<file path="src/rtl/ca_row_printer.sv">
// Streams a captured cellular-automaton generation as ASCII text, MSB first, ending each row with CR LF.
// Optional CA_ROW_NUMBER_EN adds a "HH:" hex row-number prefix to every row.
module ca_row_printer #(
  parameter int          WIDTH    = 128,
  parameter logic [7:0]  ON_CHAR  = 8'h23,
  parameter logic [7:0]  OFF_CHAR = 8'h20
) (
  input  logic             clk,
  input  logic             rst,
  input  logic [WIDTH-1:0] data,
  input  logic             gen_stb,
  output logic [7:0]       tx_data,
  output logic             tx_valid,
  input  logic             tx_ready,
  output logic             busy,
  output logic [7:0]       drop_cnt
);

  localparam int IW = (WIDTH > 1) ? $clog2(WIDTH) : 1;

`ifdef CA_ROW_NUMBER_EN
  typedef enum logic [2:0] {IDLE, PREFIX, BITS, CR, LF} state_t;
  logic [7:0] row_num;
  logic [1:0] pre_idx;
`else
  typedef enum logic [1:0] {IDLE, BITS, CR, LF} state_t;
`endif

  state_t           state, state_next;
  logic [WIDTH-1:0] row;
  logic [IW-1:0]    bit_idx;
  logic             xfer;

  // Handshake: tx_valid/tx_data are decoded from registered state only, so they
  // hold steady until a transfer (tx_valid & tx_ready) moves the state on.
  assign xfer = tx_valid & tx_ready;
  assign busy = (state != IDLE);

  always_ff @(posedge clk) begin
    if (rst) state <= IDLE;
    else     state <= state_next;
  end

  always_comb begin
    state_next = state;
    case (state)
`ifdef CA_ROW_NUMBER_EN
      IDLE:   if (gen_stb) state_next = PREFIX;
      PREFIX: if (xfer && pre_idx == 2'd2) state_next = BITS;
`else
      IDLE:   if (gen_stb) state_next = BITS;
`endif
      BITS:   if (xfer && bit_idx == '0) state_next = CR;
      CR:     if (xfer) state_next = LF;
      LF:     if (xfer) state_next = IDLE;
      default: state_next = IDLE;
    endcase
  end

  always_ff @(posedge clk) begin
    if (rst) begin
      row      <= '0;
      bit_idx  <= '0;
      drop_cnt <= 8'h00;
`ifdef CA_ROW_NUMBER_EN
      row_num  <= 8'h00;
      pre_idx  <= 2'd0;
`endif
    end else begin
      if (state == IDLE && gen_stb) begin
        row     <= data;
        bit_idx <= IW'(WIDTH - 1);
`ifdef CA_ROW_NUMBER_EN
        pre_idx <= 2'd0;
`endif
      end
      if (state == BITS && xfer && bit_idx != '0)
        bit_idx <= bit_idx - 1'b1;
`ifdef CA_ROW_NUMBER_EN
      if (state == PREFIX && xfer)
        pre_idx <= pre_idx + 2'd1;
      if (state == LF && xfer)
        row_num <= row_num + 8'd1;
`endif
      // Any strobe outside IDLE is lost, including the LF transfer cycle.
      if (gen_stb && state != IDLE && drop_cnt != 8'hFF)
        drop_cnt <= drop_cnt + 8'd1;
    end
  end

`ifdef CA_ROW_NUMBER_EN
  function automatic logic [7:0] hex_ascii(input logic [3:0] nib);
    if (nib < 4'd10) return 8'h30 + {4'h0, nib};
    else             return 8'h37 + {4'h0, nib};
  endfunction
`endif

  always_comb begin
    tx_data  = 8'h00;
    tx_valid = 1'b0;
    case (state)
`ifdef CA_ROW_NUMBER_EN
      PREFIX: begin
        tx_valid = 1'b1;
        case (pre_idx)
          2'd0:    tx_data = hex_ascii(row_num[7:4]);
          2'd1:    tx_data = hex_ascii(row_num[3:0]);
          default: tx_data = 8'h3A;
        endcase
      end
`endif
      BITS: begin
        tx_valid = 1'b1;
        tx_data  = row[bit_idx] ? ON_CHAR : OFF_CHAR;
      end
      CR: begin
        tx_valid = 1'b1;
        tx_data  = 8'h0D;
      end
      LF: begin
        tx_valid = 1'b1;
        tx_data  = 8'h0A;
      end
      default: begin
        tx_valid = 1'b0;
        tx_data  = 8'h00;
      end
    endcase
  end

endmodule

</file>
<file path="config.mk">
export PLATFORM = sky130hd
export DESIGN_NAME = ca_row_printer
export DESIGN_NICKNAME = d
export VERILOG_FILES = /design/src/rtl/ca_row_printer.sv
export SDC_FILE = /design/constraint.sdc
export NUM_CORES = 1
export LEC_CHECK = 0
export ABC_CLOCK_PERIOD_IN_PS = 2530
export CORE_MARGIN = 3
export CORE_UTILIZATION = 47
export CTS_BUF_LIST = sky130_fd_sc_hd__clkbuf_8
export CTS_CLUSTER_SIZE = 40
export DETAILED_ROUTE_END_ITERATION = 8
export GPL_TIMING_DRIVEN = 0
export PLACE_DENSITY_LB_ADDON = 0.2
export REMOVE_ABC_BUFFERS = 1
export SYNTH_ARGS = -nofsm -noshare
export SYNTH_HDL_FRONTEND = slang
export SYNTH_SLANG_ARGS = --single-unit
</file>
<file path="constraint.sdc">
create_clock -name clk -period 2.53 [get_ports clk]
set_clock_uncertainty 0.1 [all_clocks]
set_input_delay 0.506 -clock clk [delete_from_list [all_inputs] [get_ports clk]]
set_output_delay 0.506 -clock clk [all_outputs]
set_load 0.02 [all_outputs]
</file>
**Word level (Yosys, flattened, before mapping)**

Cells that the tools add are included.

- Reductions and logical operators: 13
- $lt $le $gt $ge: 1
- Multiplexer cells: 12
- Bitwise logic cells: 1
- Equality and inequality tests: 8
- $add $sub $neg: 2

Operators by type and width:

| kind | count |
|---|---|
| one-hot mux 6 bit (3 select lines) | 1 |
| 2-to-1 mux 7 bit | 2 |
| 2-to-1 mux 2 bit | 5 |
| adder 8 x 1 -> 8 bit (second input constant) | 1 |
| < comparator 7 x 8 -> 1 bit (second input constant) | 1 |
| inequality test 2 bit (second input constant) | 4 |
| inequality test 8 bit (second input constant) | 1 |
| one-hot mux 2 bit (4 select lines) | 1 |
| binary-select mux 1 bit (select 7 bit) | 1 |
| logical NOT 7 bit | 1 |
| nonzero test 7 bit | 1 |
| subtractor 7 x 1 -> 7 bit (second input constant) | 1 |
| logical AND 1 bit | 6 |
| == test 2 bit (second input constant) | 2 |
| AND reduction 4 bit | 1 |
| nonzero test 2 bit | 2 |
| OR reduction 3 bit | 1 |
| == test 2 x 1 -> 1 bit (second input constant) | 1 |
| logical NOT 2 bit | 1 |
| 2-to-1 mux 1 bit | 2 |
| AND 1 bit | 1 |

- Input bits: 132
- Bits in registers: 145
- Logic and storage cells: 41

**Depth between registers and ports, before layout**

- Depth in word-level cells: 7
- Mapped depth: 10
- Gate-level depth less buffers: 8

**Worst setup path after synthesis**

Ideal clock, no wire load.

- Path type: flip-flop to output port
- Start point: register bit_idx[0]
- End point: output tx_data[0]
- Slack: 0.039 ns
- Stages on the path, launching flop included: 9
- Required time: 1.924 ns
- Arrival time: 1.885 ns
- Cells stage by stage: dfxtp_1 > buf_6 > buf_12 > mux4_1 > o22ai_1 > nor4_1 > nor3b_1 > nor4b_2 > mux2_4

- Word-level cells in the longest chain between the ends: 4

RTL lines:

| what | line | text |
|---|---|---|
| from (decl) | 31 | `logic [IW-1:0] bit_idx;` |
| from (signal assigned) | 72 | `bit_idx <= IW'(WIDTH - 1);` |
| from (signal assigned) | 78 | `bit_idx <= bit_idx - 1'b1;` |
| binary-select mux 1 bit (select 7 bit) | 114 | `tx_data = row[bit_idx] ? ON_CHAR : OFF_CHAR;` |
| 2-to-1 mux 1 bit (not written as such) | 114 |  |
| 2-to-1 mux 2 bit | 114 |  |
| one-hot mux 6 bit (3 select lines) | 101 | `case (state)` |
| to (decl) | 12 | `output logic [7:0] tx_data,` |

Every way passes these cells. The select of a mux whose other input is x is not followed.

**Worst setup path after layout**

Same ends and word-level chain as after synthesis.

==> qor.txt <==
Status: finished with violations
Failing checks: negative setup slack
#FFs+latches synth: 145
Clock buffer depth: 2
CTS H-tree lvls: 4
Post-synth EDFFs: 0
CP arrival: 2.71 ns
DR iter-0 viols: 381
Worst Hold Class: flop to flop
Initial DRT Pass Iterations: 5
Final Hold Fails: 0
Core footprint: 13300 um^2
Gr usage total: 0.213
Clk sink count: 145
Synth unique cells: 46
Worst r2r dst: bit_idx[5]$_SDFFE_PP0P_
Die Y-Extent: 123 um
Synth-to-Final Area Change: 34.1%
RR Startpoint: bit_idx[0]$_SDFFE_PP0P_
Hold buffers post-CTS: 0
Drt wl/cell: 15.3 um
Fin. max-slew vios: 0
GPL Wtd Cong: 0.780
Max-cap violations: 0
Crit start category: flop
Slew margin rel.: 0.612
Largest net degree at the start of global routing: 101
Root buf cell: clkbuf_8
Share of the synthesized area in the top cell type: 0.453
Worst hold start: row[65]$_SDFFE_PP0P_
Chip Width: 123 um
Avg Inst Size Synth: 8.36 um^2
Clock-pin slew on the worst setup and hold paths: 0.07 ns
Dpl hpwl: 10500 um
Final min period: 3.32 ns
Seq/Total Area, Yosys: 0.453
CTS buffer count: 17
Vias: 5765
Io pins: 150
Cells after Synth: 766
CTS tree: yes
CP required: 1.92 ns
PD cells: 902 nW/um^2
Die area: 15100 um^2
Post-synth top area cell: dfxtp_1
Vias in the first global route: 5319
Worst Hold Depth: 2
F_max: 301 MHz
Layout cells sized above 1: 0.115
Area contributors post-synth: dfxtp_1 45%, nand2_1 15%, a21oi_1 11%
# setup viols final: 2
Worst skew pair latency: 0.44 ns
Setup crit end kind: output pin
Synthesized area: 6400 um^2
Initial Util: 0.481
Tcrit/Tclk final: 1.31
Setup CP Type: flop to output pin
Hold endpoint: row[65]$_SDFFE_PP0P_
RSZ-0062 raised after global routing: yes
Std-Cell Rows: 42
Worst Reg-to-Reg Cells: 9
CP Max Fanout: 7
Worst setup margin: -0.789 ns
Worst slew pin tran: 0.582 ns
Post-layout util: 0.646
First-pass GRT wire length: 25100 um
Total congestion overflow: 0
Predominant post-synthesis flop cell: dfxtp_1
Initial antenna violation count: 0
Fin cells: 1078
Total Wirelength: 16500 um
Fill count: 1145
Final net count: 1027
Asr flop ratio synth: 0
DRC: 0
Worst reg2reg setup slack: 0.13 ns
Post-place setup slack: -1.25 ns
Vias per inst: 5.35
Ant diodes: 0
Yosys warnings: 0
DRT antenna net count: 0
Placed Cells: 1033
Peak VDD IR: 0.396 mV
Leakage: 3.19 nW
Port Buf Inserts: 146
[Yosys cell counts, types with 5 or more instances]
cell	instances
mux4_2	16
buf_2	6
nor2_1	21
ha_1	6
dfxtp_1	145
o22ai_1	13
buf_4	7
mux2i_1	17
nand2_1	263
mux4_1	7
inv_1	6
a22oi_1	8
or3_1	5
nor3_1	6
a21oi_1	139
clkbuf_1	46
[placed cells by master, fill, tap and decap left out, types with 2 or more instances in the layout]
cell type,count
nand2_1,262
a21oi_1,138
or3b_2,3
buf_4,8
o22ai_2,6
nand3b_1,3
bufinv_16,2
buf_6,3
buf_12,3
a311oi_1,4
o21ai_0,2
or3_1,5
clkbuf_8,18
and2_2,2
buf_16,5
nor2_1,20
mux2i_1,17
o22ai_1,5
ha_1,4
dfxtp_4,2
ha_2,2
clkinv_2,8
nand4_1,3
inv_1,8
dfxtp_1,140
mux4_2,19
mux4_1,4
dlygate4sd2_1,3
dfxtp_2,3
nand3_1,2
xor2_1,4
o22ai_4,2
a211oi_1,4
nor3_1,6
a22oi_1,8
conb_1,3
nor2b_1,4
nand2b_1,2
clkdlybuf4s50_1,140
nor4_4,2
[worst max-delay path, cell delays in order (launching register included)]
cell	delay, ns
dfxtp_4	0.42
buf_12	0.16
mux4_4	0.65
o22ai_4	0.23
nor4_4	0.08
nor3b_2	0.24
nor4b_4	0.08
mux2_4	0.27
buf_6	0.13
[how the worst max path moves through the flow]
stage,from,end,slack (ns)
5_1_grt,bit_idx[0]$_SDFFE_PP0P_,tx_data[0],-0.92
3_3_place_gp,gen_stb,bit_idx[3]$_SDFFE_PP0P_,-2.93
4_1_cts,bit_idx[0]$_SDFFE_PP0P_,tx_data[0],-0.87
2_1_floorplan,state[0]$_SDFFE_PP0P_,bit_idx[2]$_SDFFE_PP0P_,-1.27
6_report,bit_idx[0]$_SDFFE_PP0P_,tx_data[0],-0.79
3_5_place_dp,bit_idx[1]$_SDFFE_PP0P_,tx_data[0],-1.25
[kinds of logic after synthesis]
family | share of synthesized area
flops | 0.453
xor+xnor | 0.00684
buf+inv | 0.0506
other cells | 0.000586
compound gates | 0.150
fa+ha+maj | 0.0117
simple gates | 0.207
mux | 0.120
[timing repair]
| item | CTS | global route |
|---|---|---|
| resized for setup | 41 | 9 |
| setup endpoints to repair | 12 | 9 |
| pin swaps | 6 | 9 |
| setup buffers | 6 | 4 |
| cloned | 2 | 2 |
[power breakdown]
group | switching [W] | internal [W]
logic | 0.00163 | 0.00139
registers | 0.000300 | 0.00271
clock network | 0.000834 | 0.000879
[metal layers]
metal / vias to the layer above / GRT usage / share of wire / wire, um
li1: 2848 / - / - / -
met1: 2698 / 0.269 / 0.42 / 6970
met2: 197 / 0.350 / 0.50 / 8220
met3: 22 / 0.0562 / 0.062 / 1010
met4: 0 / 0.0784 / 0.016 / 267
met5: - / 0 / 0 / 0
[sequential cells by signal, summed over array words and instances (netlist names)]
signal and cells:
row 128, bit_idx 7, drop_cnt 8, state 2
[through the flow]
| step | area, um^2 | total power [W] | TNS [ns] | hold WS (ns) |
|---|---|---|---|---|
| after CTS | 8500 | 0.00768 | -1.68 | 0.354 |
| after global placement | 7790 | 0.00563 | -350.01 | 0.338 |
| final | 8580 | 0.00774 | -1.50 | 0.353 |
| after global routing | 8580 | 0.00824 | -1.80 | 0.371 |
| after floorplan | 6110 | 0.00476 | -112.40 | 0.325 |
| after detailed placement | 7920 | 0.00571 | -3.48 | 0.344 |
[layout make-up]
| type | instances | area, um^2 | share of cell area |
|---|---|---|---|
| Clock buffer | 18 | 248 | 0.0289 |
| Clock inverter | 14 | 124 | 0.0144 |
| Inverter | 6 | 22.5 | 0.00262 |
| Multi-Input combinational cell | 557 | 3340 | 0.389 |
| Sequential cell | 145 | 2910 | 0.340 |
| Tap cell | 176 | 220 | 0.0257 |
| Timing Repair Buffer | 162 | 1720 | 0.200 |
Note: power is estimated with default switching activity, not from simulation.
